### src/rtl/axi_coeff2data.sv
// Read-back responder for the 2D FIR coefficient bank: coefficients, status, checksum and ID
// through a fixed two-stage read pipeline, plus a 25-cycle coefficient checksum sweep.
module axi_coeff2data #(
   parameter logic [31:0] ID_VALUE = 32'h2DF1_0001
) (
   input  logic               microblaze_clk,
   input  logic               rst,
   input  logic [7:0]         rd_addr,
   input  logic               rd_en,
   output logic [31:0]        rd_data,
   output logic               rd_valid,
   input  logic signed [15:0] coeff00, coeff01, coeff02, coeff03, coeff04,
   input  logic signed [15:0] coeff10, coeff11, coeff12, coeff13, coeff14,
   input  logic signed [15:0] coeff20, coeff21, coeff22, coeff23, coeff24,
   input  logic signed [15:0] coeff30, coeff31, coeff32, coeff33, coeff34,
   input  logic signed [15:0] coeff40, coeff41, coeff42, coeff43, coeff44,
   input  logic               frame_done,
   input  logic               overflow,
   input  logic               csum_start
);

   typedef enum logic {IDLE, ACCUM} csumState_e;

   logic signed [15:0] coeffs [25];

   logic              s1Valid_q;
   logic [5:0]        s1Idx_q;
   logic [31:0]       rdData_q, readWord;
   logic              rdValid_q;
   logic [15:0]       frameCnt_q;
   logic              ovfSticky_q, ovfSticky_d;
   csumState_e        state_q, state_d;
   logic [4:0]        idx_q, idx_d;
   logic [20:0]       acc_q, acc_d;
   logic [20:0]       checksum_q, checksum_d;
   logic              csumValid_q, csumValid_d;
   logic              csumBusy;
   logic [20:0]       term;

   assign coeffs = '{coeff00, coeff01, coeff02, coeff03, coeff04,
                     coeff10, coeff11, coeff12, coeff13, coeff14,
                     coeff20, coeff21, coeff22, coeff23, coeff24,
                     coeff30, coeff31, coeff32, coeff33, coeff34,
                     coeff40, coeff41, coeff42, coeff43, coeff44};

   assign csumBusy = (state_q == ACCUM);
   assign rd_data  = rdData_q;
   assign rd_valid = rdValid_q;

   // Register content is taken from the stage-2 cycle, so the mux decodes the stage-1 index.
   always_comb begin
      readWord = 32'd0;
      if (s1Idx_q < 6'd25) begin
         readWord = {{16{coeffs[s1Idx_q[4:0]][15]}}, coeffs[s1Idx_q[4:0]]};
      end else begin
         case (s1Idx_q)
            6'd25:   readWord = {frameCnt_q, 13'd0, ovfSticky_q, csumValid_q, csumBusy};
            6'd26:   readWord = {{11{checksum_q[20]}}, checksum_q};
            6'd27:   readWord = ID_VALUE;
            default: readWord = 32'd0;
         endcase
      end
   end

   // A pending STATUS read clears the sticky bit on the edge that loads rd_data; a new overflow wins.
   always_comb begin
      ovfSticky_d = ovfSticky_q;
      if (s1Valid_q && (s1Idx_q == 6'd25)) begin
         ovfSticky_d = 1'b0;
      end
      if (overflow) begin
         ovfSticky_d = 1'b1;
      end
   end

   always_ff @(posedge microblaze_clk) begin
      if (rst) begin
         s1Valid_q   <= 1'b0;
         s1Idx_q     <= 6'd0;
         rdData_q    <= 32'd0;
         rdValid_q   <= 1'b0;
         frameCnt_q  <= 16'd0;
         ovfSticky_q <= 1'b0;
      end else begin
         s1Valid_q   <= rd_en;
         s1Idx_q     <= rd_addr[7:2];
         rdValid_q   <= s1Valid_q;
         if (s1Valid_q) begin
            rdData_q <= readWord;
         end
         if (frame_done) begin
            frameCnt_q <= frameCnt_q + 16'd1;
         end
         ovfSticky_q <= ovfSticky_d;
      end
   end

   always_ff @(posedge microblaze_clk) begin
      if (rst) begin
         state_q     <= IDLE;
         idx_q       <= 5'd0;
         acc_q       <= 21'd0;
         checksum_q  <= 21'd0;
         csumValid_q <= 1'b0;
      end else begin
         state_q     <= state_d;
         idx_q       <= idx_d;
         acc_q       <= acc_d;
         checksum_q  <= checksum_d;
         csumValid_q <= csumValid_d;
      end
   end

   always_comb begin
      state_d = state_q;
      case (state_q)
         IDLE:    if (csum_start) state_d = ACCUM;
         ACCUM:   if (idx_q == 5'd24) state_d = IDLE;
         default: state_d = IDLE;
      endcase
   end

   // Coefficients are sampled live during the sweep; 25 terms of 16 bits cannot overflow 21 bits.
   always_comb begin
      term        = {{5{coeffs[idx_q][15]}}, coeffs[idx_q]};
      idx_d       = idx_q;
      acc_d       = acc_q;
      checksum_d  = checksum_q;
      csumValid_d = csumValid_q;
      case (state_q)
         IDLE: begin
            if (csum_start) begin
               idx_d       = 5'd0;
               acc_d       = 21'd0;
               csumValid_d = 1'b0;
            end
         end
         ACCUM: begin
            acc_d = acc_q + term;
            idx_d = idx_q + 5'd1;
            if (idx_q == 5'd24) begin
               checksum_d  = acc_q + term;
               csumValid_d = 1'b1;
            end
         end
         default: ;
      endcase
   end

endmodule

### config.mk
export PLATFORM = sky130hd
export DESIGN_NAME = axi_coeff2data
export DESIGN_NICKNAME = d
export VERILOG_FILES = /design/src/rtl/axi_coeff2data.sv
export SDC_FILE = /design/constraint.sdc
export NUM_CORES = 1
export LEC_CHECK = 0
export CAP_MARGIN = 20
export CELL_PAD_IN_SITES_DETAIL_PLACEMENT = 0
export CELL_PAD_IN_SITES_GLOBAL_PLACEMENT = 2
export CORE_UTILIZATION = 40
export CTS_BUF_LIST = sky130_fd_sc_hd__clkbuf_2 sky130_fd_sc_hd__clkbuf_4 sky130_fd_sc_hd__clkbuf_8
export CTS_CLUSTER_DIAMETER = 30
export DETAILED_ROUTE_END_ITERATION = 7
export DONT_BUFFER_PORTS = 1
export GPL_TIMING_DRIVEN = 1
export PLACE_DENSITY = 0.83
export SETUP_SLACK_MARGIN = 0.2
export SLEW_MARGIN = 10
export SYNTH_ARGS = -nofsm -noshare
export SYNTH_HDL_FRONTEND = slang
export SYNTH_SLANG_ARGS = --single-unit
export TNS_END_PERCENT = 20
### constraint.sdc
create_clock -name microblaze_clk -period 5.7 [get_ports microblaze_clk]
set_input_delay 1.14 -clock microblaze_clk [delete_from_list [all_inputs] [get_ports microblaze_clk]]
set_output_delay 1.14 -clock microblaze_clk [all_outputs]
set_load 0.1 [all_outputs]
==> flow_summary.toml, run 1 <==
[drt]
drc = 0
vias = 10111
wl_um = 48880
wire_per_inst_um = 33.14
drt-pass1-iter-count = 7
postRouteAntennaNets = 0
drtIter0Drc = 988
via_per_inst = 6.855

[clocking]
clock_tree.buffer_depth = 2
cts_tree = "done"
cts_sinks = 106
root_buffer = "clkbuf_8"
h-tree-depth = 3
ctsHoldBuffers = 0
numCtsBuffers = 9
clkTransAtPathRegs_ns = 0.14
postCtsSetupBuffers = 0
cts_resized = 0
clk_latency_ns = 0.41

[worst_setup_path]
crit_arrival_ns = 5.16
worstSetupPathType = "flip-flop to flip-flop"
cp_top_family = "simple AND/OR/NAND/NOR gates"
path_cells = "buf_4, mux4_2, mux2_2, a21oi_1, o21ai_0, ha_1, nand4_1, nor2_1, o21ai_0, o2bb2ai_1, or4b_2, nand3_1"
slowest_delay_ns = 0.77
path_buf_inv = 1
critPathRequiredTime_ns = 6.03
worstPathMaxFanout = 32
critPathMostFrequentCell = "o21ai_0"
rr_worst_depth = 12
path_depth = 12
startpoint_type = "flip-flop"
cpMaxStageDelayCell = "dfxtp_4"
end_kind = "flip-flop"

[placed_design]
routabilityCongestion = 1.007
placedCellCount = 1450
place_area_um2 = 12010
pre_cts_slack_ns = 0.8573
post-dp-hpwl_um = 39160
io_buffer_count = 0

[power_and_ir_drop]
p_seq_share_pct = 41.9
power.switching_uw = 876.1
p_leak_uw = 0.003742
ir_drop_v = 0.00009364
power_uw = 2284
p_sw_share_pct = 38.35
p_clk_share_pct = 23.0
p_comb_share_pct = 35.1
power.internal_uw = 1408
p_per_area_nw_per_um2 = 186.5

[timing]
drv_slew = 0
fmax_ghz = 0.2071
rsz0062_at_grt = "no"
setup_viol = 0
period_needed_ns = 4.830
fin_ws_ns = 0.8703
period_share_pct = 84.73
setup_tns_ns = 0
fin_worst_skew_ns = 0.03508
slew_headroom_pct = 25.46
worst_pin_slew_ns = 1.117
hold_viol = 0

[synthesis]
syn-cell-area_um2 = 11790
synthCells = 1157
synth_cell_types = 64
yosysSeqAreaShare_pct = 18.01
synth-edff-count = 0
async_reset_ff_share_pct = 0
ys.flop_type = "dfxtp_1"
yosys_warnings = 0
synth_area_per_cell_um2 = 10.19
ys_seq_elements = 106
synth_nets = 1595

[worst_hold_path]
min_path_cells = 2
hold_class = "flip-flop to flip-flop"

[layout]
drive_above_1_share_pct = 26.41
area_delta_synth_final_pct = 3.907
stdcell_area_um2 = 12250
final_nets = 1516
layout.cells.non_filler = 1475

[outcome]
status = "finished clean"

[floorplan]
die_w_um = 173.6
fp.dieH_um = 173.6
start_util_pct = 40.84
core-area_um2 = 28860
rows = 62
dieArea_um2 = 30150
ioPinCount = 447

[global_routing]
met2_usage_pct = 52.79
grt_antenna_before_repair = 12
gr-usage-met3_pct = 8.224
grt_usage_pct = 32.53
grt_pass1_wl_um = 70910
busiest_layer = "met2"
grt_util_met1_pct = 42.33
grt_max_degree = 123
first_global_vias = 10257
gr-total-overflow = 0

[run]
max_cap_viol_count = 0
[flip-flops by register name, indices dropped and copies added, names as in the netlist]
name and count:
idx_q 5, frameCnt_q 16, s1Valid_q 1, acc_q 21, s1Idx_q 6, csumBusy 1, ovfSticky_q 1, rd_valid 1
csumValid_q 1, checksum_q 21, rd_data 32
[power groups by stage]
stage / Combinational [uW] / Sequential, uW / Clock [uW]
after global placement: 796 / 973 / 0
after detailed placement: 797 / 974 / 0
after CTS: 801 / 958 / 536
after global routing: 865 / 964 / 568
after floorplan: 653 / 932 / 0
final: 802 / 957 / 525
[tightest hold or removal path, delay by kind of cell (launching register included)]
kind               cells  cell delay [ns]
DFF                    1             0.35
AOI/OAI and AO/OA      1             0.06
and+or+nand+nor        1             0.06
[final cells by class]
type / instances / area, um^2
inverter: 10 / 37.54
clock inverter: 4 / 51.30
sequential: 106 / 2145
clock buffer: 12 / 152.6
timing repair buffer: 27 / 259.0
multi-input combinational: 924 / 9100
fill: 2790 / 16610
tap: 384 / 480.5
antenna: 8 / 20.02
[synthesized netlist by cell type (all sizes together) (3+ instances only)]
master | n | area share [%]
o21ai | 67 | 2.9
and4 | 4 | 0.30
nor3 | 15 | 0.68
clkbuf | 66 | 2.1
nand3b | 11 | 0.70
mux4 | 209 | 40
or4b | 3 | 0.25
o21a | 5 | 0.38
dfxtp | 106 | 18
nand4 | 6 | 0.32
xnor2 | 14 | 1.0
inv | 9 | 0.29
xor2 | 15 | 1.1
o21bai | 4 | 0.25
a22oi | 6 | 0.38
mux2i | 50 | 4.2
and3 | 5 | 0.27
mux2 | 15 | 1.4
a21oi | 93 | 3.9
ha | 23 | 2.4
nor2b | 15 | 0.80
nand4b | 7 | 0.52
nand2 | 141 | 4.5
o2111ai | 3 | 0.22
a31oi | 5 | 0.27
nor3b | 16 | 1.1
a21o | 9 | 0.57
buf | 51 | 2.4
or4 | 5 | 0.33
nor2 | 95 | 3.0
nand2b | 3 | 0.16
o211ai | 5 | 0.32
nand3 | 19 | 0.81
a211oi | 34 | 2.2
[through the flow]
step           utilization (%)  hold slack [ns]
2_1_floorplan                -           0.4366
3_5_place_dp             41.61           0.4455
3_3_place_gp             41.61           0.4453
5_1_grt                  42.39           0.4761
6_report                 42.43           0.4606
4_1_cts                  42.32           0.4558
[worst paths after layout]
check                                    from           to  slack, ns
worst max-delay path                 idx_q[0]    acc_q[16]       0.87
worst max register to register       idx_q[0]    acc_q[16]       0.87
worst min-delay path            frameCnt_q[6]  rd_data[22]       0.46
worst min register to register  frameCnt_q[6]  rd_data[22]       0.46
[layer usage]
metal | part of all wire [%] | up-vias
li1 | - | 4398
met1 | 40 | 5050
met2 | 48 | 556
met3 | 9.2 | 101
met4 | 3.4 | 6
met5 | 0.063 | -
[cells in the final DEF, fill, tap and decap left out, drive strengths merged, types with 9 or more instances in the layout]
cell and instances:
mux4 209, nand2 141, dfxtp 106, nor2 95, a21oi 93, o21ai 67
mux2i 50, a211oi 34, buf 26, ha 23, nand3 19, nor3b 16
mux2 15, nor2b 15, xor2 15, nor3 15, xnor2 14, clkbuf 13
nand3b 11, inv 9, a21o 9
[cell families after synthesis]
logic type      count (synthesis)  share of synthesized area [%]
mux                           274                          45.62
flops                         106                          18.01
simple gates                  351                          14.27
buf+inv                       127                          4.778
xor+xnor                       29                          2.155
compound gates                246                          12.56
fa+ha+maj                      24                          2.612
(Power assumes the default switching activity.)
==> run 2: changes to the inputs <==
clock period = 4.8 ns   (was 5.7 ns; I/O delays follow)
==> run 2 against run 1 <==
Sequential power increased by 18%. Critical path type unchanged. Largest power group unchanged. Power increased by 19%. Critical endpoint is now checksum_q[20]. Sequential share of layout area is 0.33 points lower. Fmax increased by 13%. Count of clock-buffer cells in the layout shrank 3.
==> flow_summary.toml, run 2 (same netlist as run 1, synthesis figures left out) <==
[timing]
fin_ws_ns = 0.5275
worst_pin_slew_ns = 1.144
drv_slew = 0
setup_tns_ns = 0
fin_worst_skew_ns = 0.02102
setup_viol = 0
rsz0062_at_grt = "no"
slew_headroom_pct = 23.66
hold_viol = 0
period_needed_ns = 4.273
fmax_ghz = 0.2341
period_share_pct = 89.01

[floorplan]
die_w_um = 173.6
start_util_pct = 40.84
rows = 62
dieArea_um2 = 30150
ioPinCount = 447
core-area_um2 = 28860
fp.dieH_um = 173.6

[drt]
wl_um = 49770
drtIter0Drc = 1199
drt-pass1-iter-count = 5
wire_per_inst_um = 33.00
vias = 10343
drc = 0
via_per_inst = 6.859
postRouteAntennaNets = 0

[worst_setup_path]
rr_endpoint = "checksum_q[20]"
crit_end = "checksum_q[20]"
rr_worst_depth = 14
worstPathMaxFanout = 29
critPathRequiredTime_ns = 5.13
reg2reg_slack_ns = 0.53
cpMaxStageDelayCell = "mux4_2"
slowest_delay_ns = 0.56
worstSetupPathType = "flip-flop to flip-flop"
end_kind = "flip-flop"
critPathLaunch = "idx_q[0]"
r2r_start = "idx_q[0]"
crit_arrival_ns = 4.60
startpoint_type = "flip-flop"
path_cells = "buf_12, buf_12, mux4_2, mux2_2, a21oi_1, o21ai_0, ha_1, a21oi_1, o2111ai_1, a311oi_1, nor3b_1, nor2_1, xor2_1, a211oi_1"

[power_and_ir_drop]
p_per_area_nw_per_um2 = 217.2
ir_drop_v = 0.0001229
p_leak_uw = 0.003845

[clocking]
clk_latency_ns = 0.41
ctsHoldBuffers = 0
numCtsBuffers = 9
h-tree-depth = 3
clkTransAtPathRegs_ns = 0.12
cts_tree = "done"
cts_sinks = 106
root_buffer = "clkbuf_8"
clock_tree.buffer_depth = 2

[placed_design]
post-dp-hpwl_um = 39960
io_buffer_count = 0
place_area_um2 = 12140
pre_cts_slack_ns = 0.2373
routabilityCongestion = 0.9943

[outcome]
status = "finished clean"

[layout]
register_area_um2 = 2145
largest_register_ffs = 32
final_nets = 1534
fill_cells = 2797
final_common_cell = "mux4_2"
area_delta_synth_final_pct = 5.924
fin_util_pct = 43.26
stdcell_area_um2 = 12480
layout_common_cells = "mux4_2 (209), nand2_1 (140), dfxtp_1 (98), nor2_1 (95), a21oi_1 (93)"
multi_input_area_um2 = 9102
drive_above_1_share_pct = 27.70

[run]
max_cap_viol_count = 0

[global_routing]
first_global_vias = 10370
grt_max_degree = 123
grt_antenna_before_repair = 19
grt_pass1_wl_um = 71260
grt_usage_pct = 32.52
gr-total-overflow = 0

[worst_hold_path]
hold_class = "flip-flop to flip-flop"
[run 2: how the worst min path moves through the flow]
stage | from | endpoint | depth (start not counted)
2_1_floorplan | checksum_q[0] | checksum_q[0] | 2
3_5_place_dp | checksum_q[0] | checksum_q[0] | 2
4_1_cts | checksum_q[3] | checksum_q[3] | 2
6_report | checksum_q[0] | checksum_q[0] | 2
3_3_place_gp | checksum_q[0] | checksum_q[0] | 2
5_1_grt | checksum_q[10] | checksum_q[10] | 2
[run 2: worst max-delay path, delay by kind of cell, from the launching register on]
family / cells / cell delay, ns
flops: 1 / 0.40
buf+inv: 2 / 0.37
mux: 2 / 0.86
xor+xnor: 1 / 0.16
compound gates: 6 / 1.53
fa+ha+maj: 1 / 0.39
simple gates: 2 / 0.46
[run 2: layer usage]
| layer | part of all wire (%) | up-vias | wire, um | global-route usage, % |
|---|---|---|---|---|
| met5 | 0.11 | - | 57 | 0 |
| met2 | 47 | 619 | 23550 | 52.58 |
| met1 | 38 | 5171 | 18910 | 42.48 |
| met3 | 11 | 90 | 5657 | 8.794 |
| met4 | 3.2 | 10 | 1595 | 10.01 |
| li1 | - | 4453 | - | - |
[run 2: cell type report]
cell class | count | area share (%)
Clock inverter | 7 | 0.6014
Clock buffer | 9 | 0.9923
Sequential cell | 106 | 17.18
Multi-Input combinational cell | 924 | 72.92
Inverter | 10 | 0.3007
Tap cell | 384 | 3.849
Antenna cell | 23 | 0.4611
Timing Repair Buffer | 45 | 3.699
[run 2: power breakdown]
part / internal [uW] / switching (uW)
Sequential: 922 / 210
Combinational: 498 / 483
Clock: 208 / 391
[run 2: what timing repair did]
item	4_1_cts	5_1_grt
endpoints found under the hold margin	0	0
setup buffers	0	5
resized for setup	0	2
endpoints found under the setup margin	0	6
[run 2: stage by stage]
stage	power (uW)	hold slack, ns	std cells
floorplan	1882	0.4366	1157
global placement	2109	0.4432	1464
detailed placement	2113	0.4450	1464
CTS	2714	0.4603	1480
global route	2839	0.4822	1490
finish	2712	0.4673	1508
